`config.mk`:
```
export PLATFORM = sky130hd
export DESIGN_NAME = dds_sweep_ctrl
export DESIGN_NICKNAME = d
export VERILOG_FILES = /design/src/rtl/dds_sweep_pkg.sv /design/src/rtl/sweep_dwell_timer.sv /design/src/rtl/dds_sweep_ctrl.sv
export SDC_FILE = /design/constraint.sdc
export NUM_CORES = 1
export LEC_CHECK = 0
export ABC_AREA = 1
export CAP_MARGIN = 15
export CORE_AREA = 2 2 162 164
export DETAILED_ROUTE_END_ITERATION = 7
export DIE_AREA = 0 0 164 166
export PLACE_DENSITY = 0.77
export SLEW_MARGIN = 20
export SYNTH_ARGS = -nofsm -noshare
export SYNTH_HDL_FRONTEND = slang
export SYNTH_HIERARCHICAL = 1
export SYNTH_SLANG_ARGS = --single-unit
```
`constraint.sdc`:
```
create_clock -name clk_in -period 3.6 [get_ports clk_in]
set_input_delay 1.08 -clock clk_in [delete_from_list [all_inputs] [get_ports clk_in]]
set_output_delay 1.08 -clock clk_in [all_outputs]
set_load 0.03 [all_outputs]
```
`src/rtl/dds_sweep_pkg.sv`:
```
// rtl/dds_sweep_pkg.sv - shared widths, state encoding and direction constants for the DDS sweep controller
package dds_sweep_pkg;

    localparam int FW_DEF = 24;
    localparam int DW_DEF = 16;

    typedef enum logic [1:0] {
        ST_IDLE     = 2'd0,
        ST_DWELL_UP = 2'd1,
        ST_DWELL_DN = 2'd2,
        ST_DONE     = 2'd3
    } sweep_state_t;

    localparam logic DIR_UP = 1'b0;
    localparam logic DIR_DN = 1'b1;

endpackage

```
`src/rtl/sweep_dwell_timer.sv`:
```
// rtl/sweep_dwell_timer.sv - counts timebase ticks and flags the tick that completes a dwell
module sweep_dwell_timer
    import dds_sweep_pkg::*;
#(
    parameter int DW = DW_DEF
) (
    input  logic          clk_in,
    input  logic          rst_in,
    input  logic          tick_in,
    input  logic          clear_in,
    input  logic [DW-1:0] limit_in,
    output logic          expire_out
);

    localparam logic [DW-1:0] ONE = {{(DW-1){1'b0}}, 1'b1};

    logic [DW-1:0] r_cnt;
    logic [DW-1:0] w_last;
    logic          w_expire;

    // A zero limit behaves as a one-tick dwell.
    assign w_last     = (limit_in == '0) ? '0 : (limit_in - ONE);
    assign w_expire   = tick_in && !clear_in && (r_cnt == w_last);
    assign expire_out = w_expire;

    always_ff @(posedge clk_in) begin
        if (!rst_in) begin
            r_cnt <= '0;
        end else if (clear_in) begin
            r_cnt <= '0;
        end else if (tick_in) begin
            r_cnt <= w_expire ? '0 : (r_cnt + ONE);
        end
    end

endmodule

```
`src/rtl/dds_sweep_ctrl.sv`:
```
// rtl/dds_sweep_ctrl.sv - frequency sweep sequencer driving a DDS/timer f0 word, up-ramp or triangle
module dds_sweep_ctrl
    import dds_sweep_pkg::*;
#(
    parameter int FW = FW_DEF,
    parameter int DW = DW_DEF
) (
    input  logic          clk_in,
    input  logic          rst_in,
    input  logic          start_in,
    input  logic          abort_in,
    input  logic [FW-1:0] f_start_in,
    input  logic [FW-1:0] f_stop_in,
    input  logic [FW-1:0] f_step_in,
    input  logic [DW-1:0] dwell_in,
    input  logic          bidir_in,
    input  logic          tick_in,
    output logic [FW-1:0] f0_out,
    output logic          busy_out,
    output logic          done_out,
    output logic          step_out,
    output logic          err_out
);

    sweep_state_t  r_state;
    sweep_state_t  w_state_nxt;

    logic [FW-1:0] r_f_start;
    logic [FW-1:0] r_f_stop;
    logic [FW-1:0] r_f_step;
    logic [DW-1:0] r_dwell;
    logic          r_bidir;

    logic [FW-1:0] r_f0;
    logic [FW-1:0] w_f0_nxt;
    logic          r_busy;
    logic          w_busy_nxt;
    logic          r_done;
    logic          w_done_nxt;
    logic          r_step;
    logic          w_step_nxt;
    logic          r_err;
    logic          w_err_nxt;

    logic          w_start_ok;
    logic          w_accept;
    logic          w_reject;
    logic          w_dwelling;
    logic          w_tick_en;
    logic          w_clear;
    logic          w_expire;
    logic          w_at_stop;
    logic          w_at_start;
    logic          w_move_dir;
    logic [FW:0]   w_sum;
    logic [FW:0]   w_diff;
    logic [FW-1:0] w_f_up;
    logic [FW-1:0] w_f_dn;
    logic [FW-1:0] w_f_move;

    assign w_start_ok = (f_step_in != '0) && (f_start_in <= f_stop_in);
    assign w_accept   = (r_state == ST_IDLE) && start_in && !abort_in && w_start_ok;
    assign w_reject   = (r_state == ST_IDLE) && start_in && !abort_in && !w_start_ok;

    assign w_dwelling = (r_state == ST_DWELL_UP) || (r_state == ST_DWELL_DN);
    assign w_tick_en  = w_dwelling && tick_in && !abort_in;
    assign w_clear    = !w_dwelling || abort_in;

    sweep_dwell_timer #(
        .DW (DW)
    ) u_dwell (
        .clk_in     (clk_in),
        .rst_in     (rst_in),
        .tick_in    (w_tick_en),
        .clear_in   (w_clear),
        .limit_in   (r_dwell),
        .expire_out (w_expire)
    );

    // One extra bit on both sides so a carry or borrow clamps to the bound instead of wrapping.
    assign w_sum  = {1'b0, r_f0} + {1'b0, r_f_step};
    assign w_diff = {1'b0, r_f0} - {1'b0, r_f_step};
    assign w_f_up = (w_sum > {1'b0, r_f_stop}) ? r_f_stop : w_sum[FW-1:0];
    assign w_f_dn = (w_diff[FW] || (w_diff[FW-1:0] < r_f_start)) ? r_f_start : w_diff[FW-1:0];

    assign w_at_stop  = (r_f0 >= r_f_stop);
    assign w_at_start = (r_f0 <= r_f_start);

    // Reaching the top of an up-ramp turns the next move downward.
    assign w_move_dir = ((r_state == ST_DWELL_DN) || w_at_stop) ? DIR_DN : DIR_UP;
    assign w_f_move   = (w_move_dir == DIR_UP) ? w_f_up : w_f_dn;

    always_comb begin
        w_state_nxt = r_state;
        w_f0_nxt    = r_f0;
        w_busy_nxt  = r_busy;
        w_done_nxt  = 1'b0;
        w_step_nxt  = 1'b0;
        w_err_nxt   = 1'b0;

        case (r_state)
            ST_IDLE: begin
                w_busy_nxt = 1'b0;
                if (w_accept) begin
                    w_state_nxt = ST_DWELL_UP;
                    w_f0_nxt    = f_start_in;
                    w_busy_nxt  = 1'b1;
                    w_step_nxt  = 1'b1;
                end else if (w_reject) begin
                    w_err_nxt = 1'b1;
                end
            end

            ST_DWELL_UP: begin
                if (abort_in) begin
                    w_state_nxt = ST_IDLE;
                    w_busy_nxt  = 1'b0;
                end else if (w_expire) begin
                    if (!w_at_stop) begin
                        w_f0_nxt   = w_f_move;
                        w_step_nxt = 1'b1;
                    end else if (r_bidir) begin
                        w_state_nxt = ST_DWELL_DN;
                        w_f0_nxt    = w_f_move;
                        w_step_nxt  = 1'b1;
                    end else begin
                        w_state_nxt = ST_DONE;
                        w_busy_nxt  = 1'b0;
                        w_done_nxt  = 1'b1;
                    end
                end
            end

            ST_DWELL_DN: begin
                if (abort_in) begin
                    w_state_nxt = ST_IDLE;
                    w_busy_nxt  = 1'b0;
                end else if (w_expire) begin
                    if (!w_at_start) begin
                        w_f0_nxt   = w_f_move;
                        w_step_nxt = 1'b1;
                    end else begin
                        w_state_nxt = ST_DONE;
                        w_busy_nxt  = 1'b0;
                        w_done_nxt  = 1'b1;
                    end
                end
            end

            ST_DONE: begin
                w_state_nxt = ST_IDLE;
                w_busy_nxt  = 1'b0;
            end

            default: begin
                w_state_nxt = ST_IDLE;
                w_busy_nxt  = 1'b0;
            end
        endcase
    end

    always_ff @(posedge clk_in) begin
        if (!rst_in) begin
            r_state   <= ST_IDLE;
            r_f0      <= '0;
            r_busy    <= 1'b0;
            r_done    <= 1'b0;
            r_step    <= 1'b0;
            r_err     <= 1'b0;
            r_f_start <= '0;
            r_f_stop  <= '0;
            r_f_step  <= '0;
            r_dwell   <= '0;
            r_bidir   <= 1'b0;
        end else begin
            r_state <= w_state_nxt;
            r_f0    <= w_f0_nxt;
            r_busy  <= w_busy_nxt;
            r_done  <= w_done_nxt;
            r_step  <= w_step_nxt;
            r_err   <= w_err_nxt;
            if (w_accept) begin
                r_f_start <= f_start_in;
                r_f_stop  <= f_stop_in;
                r_f_step  <= f_step_in;
                r_dwell   <= dwell_in;
                r_bidir   <= bidir_in;
            end
        end
    end

    assign f0_out   = r_f0;
    assign busy_out = r_busy;
    assign done_out = r_done;
    assign step_out = r_step;
    assign err_out  = r_err;

endmodule

```
==> results of run 1 <==
[worst max-delay path, delay by kind of cell (launching register included)]
family	cells	cell delay (ps)
AO/OA/AOI/OAI	3	410
XOR/XNOR	1	160
adder cells (fa/ha/maj)	2	540
buffers and inverters	6	700
flip-flops	1	340
AND/OR/NAND/NOR	15	1650
[kinds of logic after synthesis]
| group | after synthesis | share of synthesized area [%] |
|---|---|---|
| adder cells (fa/ha/maj) | 176 | 16.4 |
| AO/OA/AOI/OAI | 397 | 15.9 |
| AND/OR/NAND/NOR | 974 | 32.1 |
| XOR/XNOR | 46 | 2.98 |
| buffers and inverters | 418 | 12.7 |
| flip-flops | 135 | 20.0 |
[per-layer routing]
metal,vias to the layer above,global-route usage [%],wire length [µm]
li1,7833,-,-
met1,7924,47.0,21600
met2,1157,63.7,26900
met3,395,5.47,5720
met4,0,20.6,4890
met5,-,0,0
[registers in the layout, indices dropped and copies added (netlist names)]
| name | count |
|---|---|
| f0_out | 24 |
| r_f_start | 24 |
| r_f_step | 24 |
| r_f_stop | 24 |
| r_dwell | 16 |
| u_dwell/r_cnt | 16 |
| r_state | 2 |
| busy_out | 1 |
| done_out | 1 |
| err_out | 1 |
| r_bidir | 1 |
| step_out | 1 |
[what timing repair did]
item	4_1_cts	5_1_grt
setup buffers	39	36
endpoints found under the hold margin	0	0
endpoints found under the setup margin	25	55
cloned	3	2
gates resized for setup	183	277
pin swaps	67	128
[cells in the final DEF (no fill, tap or decap), types with 19 or more instances in the layout]
cell | netlist | final
a21oi_1 | 201 | 157
a21oi_2 | 23 | 52
buf_4 | 10 | 344
buf_6 | 6 | 22
clkdlybuf4s50_1 | 0 | 120
dfxtp_1 | 135 | 105
dfxtp_2 | 0 | 29
ha_1 | 174 | 137
ha_4 | 0 | 35
inv_1 | 332 | 298
inv_2 | 9 | 41
nand2_1 | 454 | 382
nand2_2 | 25 | 81
nand2_4 | 3 | 20
nand3_1 | 145 | 108
nand3_2 | 18 | 50
nand4_1 | 34 | 34
nor2_1 | 225 | 188
nor2_2 | 19 | 40
nor2_4 | 5 | 21
o21ai_0 | 144 | 124
xor2_1 | 45 | 24
xor2_2 | 0 | 19
[cell type report]
| cell class | instances | area, µm² | area share, % |
|---|---|---|---|
| multi-input combinational | 1597 | 10900 | 53.7 |
| timing repair buffer | 505 | 4390 | 21.6 |
| tap | 335 | 419 | 2.06 |
| inverter | 342 | 1290 | 6.36 |
| clock buffer | 20 | 467 | 2.29 |
| clock inverter | 12 | 93.8 | 0.461 |
| sequential | 135 | 2740 | 13.5 |
[stage by stage]
stage / setup TNS (ps) / cells / hold slack, ps / setup slack (ps) / utilization, %
finish: -6010 / 2946 / 466 / -327 / 79.4
global route: -7190 / 2946 / 492 / -392 / 79.4
CTS: -63.1 / 2910 / 467 / -31.8 / 73.7
detailed placement: -32170 / 2836 / 457 / -480 / 66.9
global placement: -34470 / 2836 / 451 / -496 / 66.9
floorplan: 0 / 2146 / 424 / 97.4 / -
[how the worst min path moves through the flow]
| stage | endpoint | depth (start not counted) | slack, ps |
|---|---|---|---|
| 6_report | r_dwell[1] | 2 | 470 |
| 5_1_grt | r_dwell[1] | 2 | 490 |
| 4_1_cts | r_dwell[1] | 2 | 470 |
| 3_5_place_dp | r_dwell[1] | 2 | 460 |
| 3_3_place_gp | r_dwell[1] | 2 | 450 |
| 2_1_floorplan | r_dwell[0] | 2 | 420 |
==> impl_metrics.py, run 1 <==
metrics = {
    "clocking": {
        "h-tree-depth": 4,
        "numCtsBuffers": 17,
        "holdBufCountCts": 0,
        "cts_tree": "yes",
        "path_clk_slew_ps": 70,
        "clock-sinks": 135,
        "clockBufferDepth": 2,
        "root_buffer": "clkbuf_16",
        "worstSkewPairLatency_ps": 450,
    },
    "yosys": {
        "synth_edf_count": 0,
        "ys_seq_elements": 135,
        "yosysTopAreaCell": "dfxtp_1",
        "ys_seq_area_share_pct": 20.0,
        "post-synth-top-count-cell": "nand2_1",
        "synth_nets": 2416,
        "syn_inst": 2146,
        "synthArstFlopShare_pct": 0,
        "synth_flop_cell": "dfxtp_1",
        "yosys-top-cells-area": "dfxtp_1 20%, ha_1 16%, nand2_1 13%, inv_1 9.2%, a21oi_1 7.4%",
        "synth_top_area_share_pct": 20.0,
        "yosysWarnings": 6,
        "synth_top_cells_by_count": "454 x nand2_1, 332 x inv_1, 225 x nor2_1, 201 x a21oi_1, 174 x ha_1",
        "syn_avg_cell_area_um2": 6.31,
        "synth_cell_types": 48,
        "synth.cell_area_um2": 13500,
    },
    "route": {
        "drc": 0,
        "vias": 17300,
        "vias_per_cell": 5.88,
        "wire_per_inst_um": 20.1,
        "drt_wl_total_um": 59100,
        "ant_nets": 0,
        "drtPass1Iterations": 7,
        "drt-initial-drc-count": 1850,
    },
    "finish": {
        "layout-drive-gt1-share_pct": 33.1,
        "diodes": 0,
        "num-fill-cells": 1695,
        "final_cell_area_um2": 20300,
        "syn_to_final_growth_pct": 50.2,
        "nets": 2868,
    },
    "timing": {
        "period_minus_slack_ps": 3930,
        "hold_viol_final": 0,
        "skew_ps": 15.2,
        "setup_ws_ps": -327,
        "rsz0062_at_grt": "yes",
        "post-route-period-util_pct": 109,
        "setup_viol": 28,
        "slew_headroom_pct": 55.2,
        "clock.fmax_mhz": 255,
        "timing.final.max_slew_violations": 0,
        "worst_pin_slew_ps": 666,
    },
    "worst_setup_path": {
        "r2r-end": "f0_out[18]",
        "path_class": "reg2reg",
        "required_ps": 3940,
        "critPathMaxFanout": 6,
        "startpoint": "r_f_step[5]",
        "endpoint_kind": "flop",
        "cp-endpoint": "f0_out[18]",
        "ff2ff_setup_slack_ps": -330,
        "r2r_cells": 27,
        "startpoint_type": "flop",
        "critPathMaxStageDelay_ps": 340,
        "cp_common_cell": "nand2_1",
        "crit_slowest_cell": "dfxtp_2",
        "critical_path.reg2reg.startpoint": "r_f_step[5]",
        "arrival_ps": 4260,
    },
    "grt": {
        "antenna_found_initial": 1,
        "grt_pass1_wl_um": 81800,
        "grt.total_usage_pct": 38.1,
        "grt_pass1_vias": 16000,
        "overflow": 0,
        "grt_start_max_net_pins": 59,
    },
    "placed_design": {
        "port_buffers": 121,
        "hpwlAfterDp_um": 39900,
        "gp_congestion": 1.03,
        "postPlaceCellArea_um2": 17100,
    },
    "floorplanning": {
        "ioPinCount": 122,
        "initial_utilization_pct": 52.9,
        "dieArea_um2": 27200,
        "rows": 59,
        "core-area_um2": 25600,
        "die_width_um": 164,
        "dieHeight_um": 166,
    },
    "outcome": {
        "violations": "setup timing",
        "status": "finished, violations left",
    },
    "job": {
        "drv_cap": 0,
    },
    "hold_path": {
        "hp-start": "r_dwell[1]",
        "holdCritPathClass": "reg2reg",
    },
}
Power of run 1 is left out: the tool's default activity adds up to more than one toggle a clock period on the data nets, which glitch-free logic cannot reach.
==> run 2: changes to the inputs <==
- CAP_MARGIN: 15 -> 20
==> results of run 2 <==
No change in the layout: final DEF, timing and power equal those of run 1.
Power of run 2 is left out for the same reason.
==> run 3: changes to the inputs <==
- CORE_AREA: 2 2 162 164 -> 2 2 154 156
- DIE_AREA: 0 0 164 166 -> 0 0 156 158
- DONT_BUFFER_PORTS: default -> 1
==> run 3 against run 2 <==
The flow still finishes with violations (setup timing). Critical endpoint is now f0_out[22]. First-iteration DRC count decreased by 15%. Final cell count shrank 8.3%. Via count down 8.2%. Routed wire length down 11%. Clock skew is 3.4 ps lower. Sequential share of layout area increased by 1.9 points.
==> impl_metrics.py, run 3 (synthesized netlist as in run 1, its figures left out) <==
metrics = {
    "placed_design": {
        "placed_cells": 2632,
        "port_buffers": 0,
        "hpwlAfterDp_um": 37900,
        "gp_congestion": 1.05,
    },
    "route": {
        "drt_wl_total_um": 52900,
        "ant_nets": 0,
        "drc": 0,
        "vias_per_cell": 5.88,
        "wire_per_inst_um": 19.6,
        "vias": 15900,
        "drt-initial-drc-count": 1568,
        "drtPass1Iterations": 6,
    },
    "finish": {
        "multi_input_area_um2": 10300,
        "nets": 2668,
        "layout-drive-gt1-share_pct": 28.0,
        "final_cell_mix": "402 x nand2_1, 316 x inv_1, 289 x buf_4",
        "layout.cells.non_filler": 2702,
        "regArea_um2": 2740,
        "num-fill-cells": 1750,
        "mostFrequentLayoutCell": "nand2_1",
        "syn_to_final_growth_pct": 31.1,
    },
    "worst_setup_path": {
        "critPathMaxStageDelay_ps": 330,
        "crit_slowest_cell": "dfxtp_2",
        "cp.buffers_inverters": 5,
        "startpoint_type": "flop",
        "cp_cell_sequence": "inv_1 > ha_4 > buf_4 > nor2_4 > inv_1 > o21ai_2 > buf_4 > nor2_4 > o21ai_0 > xor2_1 > ha_1 > a21oi_1 > o21ai_2 > a21oi_2 > nand2_2 > nand3_4 > nand2_4 > nand2_8 > buf_12 > nand2_8 > nand2_2 > nand3_2 > nand2_2 > a21oi_2",
        "cp_common_cell": "nand2_2",
        "critPathMaxFanout": 6,
        "critical_path.top_delay_family": "compound AO/OA/AOI/OAI gates",
        "required_ps": 3920,
        "endpoint_kind": "flop",
        "arrival_ps": 4140,
        "path_class": "reg2reg",
    },
    "floorplanning": {
        "core-area_um2": 23100,
        "initial_utilization_pct": 58.7,
        "ioPinCount": 122,
        "die_width_um": 156,
        "dieArea_um2": 24600,
        "dieHeight_um": 158,
        "rows": 56,
    },
    "timing": {
        "setup_viol": 24,
        "rsz0062_at_grt": "yes",
        "slew_headroom_pct": 34.4,
        "clock.fmax_mhz": 262,
        "timing.final.max_slew_violations": 0,
        "post-route-period-util_pct": 106,
        "worst_pin_slew_ps": 982,
        "hold_viol_final": 0,
        "period_minus_slack_ps": 3820,
        "setup_tns_ps": -3550,
        "setup_ws_ps": -218,
        "skew_ps": 11.8,
    },
    "clocking": {
        "clockBufferDepth": 2,
        "h-tree-depth": 4,
        "clock-sinks": 135,
        "path_clk_slew_ps": 70,
        "cts_tree": "yes",
        "worstSkewPairLatency_ps": 440,
        "numCtsBuffers": 17,
        "holdBufCountCts": 0,
        "root_buffer": "clkbuf_16",
    },
    "job": {
        "drv_cap": 0,
    },
    "grt": {
        "grt_start_max_net_pins": 120,
        "grt_pass1_wl_um": 78200,
        "overflow": 0,
        "grt_pass1_vias": 15000,
        "antenna_found_initial": 1,
        "grt.total_usage_pct": 40.8,
    },
    "outcome": {
        "status": "finished, violations left",
        "violations": "setup timing",
    },
    "hold_path": {
        "holdCritPathClass": "reg2reg",
    },
}
## run 3: changes by cell type in the layout (fill, tap and decap cells not counted), moves of 15 or more
cell	change
buf_4	-55
nand2_1	+20
buf_6	-15
a21oi_1	+17
clkdlybuf4s50_1	-120
inv_1	+18
nand3_2	-17
nand3_1	+18
inv_2	-17
## run 3: final timing paths
| check | end | cells after the start | slack (ps) | from |
|---|---|---|---|---|
| min | r_dwell[0] | 2 | 460 | r_dwell[0] |
| max | f0_out[22] | 24 | -220 | r_f_step[6] |
| min reg2reg | r_dwell[0] | 2 | 460 | r_dwell[0] |
| max reg2reg | f0_out[22] | 24 | -220 | r_f_step[6] |
## run 3: area by class of cell
cell class                 count  share of cell area (%)
antenna                        2                  0.0282
clock buffer                  18                    2.42
clock inverter                13                   0.677
inverter                     342                    7.26
multi-input combinational   1595                    58.3
sequential                   135                    15.4
tap                          290                    2.04
timing repair buffer         307                    13.9
## run 3: timing repair
action | CTS | global route
cloned | 4 | 0
pin swaps | 55 | 48
buffers inserted | 25 | 13
resized for setup | 190 | 113
setup endpoints to repair | 24 | 24
## run 3: through the flow
step	hold slack, ps	setup slack, ps	cell area [µm²]	utilization, %
2_1_floorplan	424	97.4	13500	-
3_3_place_gp	440	-402	15600	67.7
3_5_place_dp	446	-424	15600	67.7
4_1_cts	456	1.84	17300	74.8
5_1_grt	506	-341	17700	77.0
6_report	458	-218	17700	77.0
## run 3: worst reg2reg max path, delay by kind of cell (launching register included)
| family | cells | cell delay (ps) |
|---|---|---|
| AOI/OAI and AO/OA | 6 | 960 |
| buffers and inverters | 5 | 670 |
| DFF | 1 | 330 |
| adders and majority gates | 2 | 540 |
| and+or+nand+nor | 10 | 960 |
| xor gates and xnor gates | 1 | 260 |
## run 3: metal layers
metal	up-vias	part of all wire [%]	GRT usage, %
li1	7415	-	-
met1	7195	38	47.5
met2	978	44	66.9
met3	303	9.9	10.0
met4	2	8.0	26.6
met5	-	0.15	2.48
Power of run 3 is left out for the same reason.
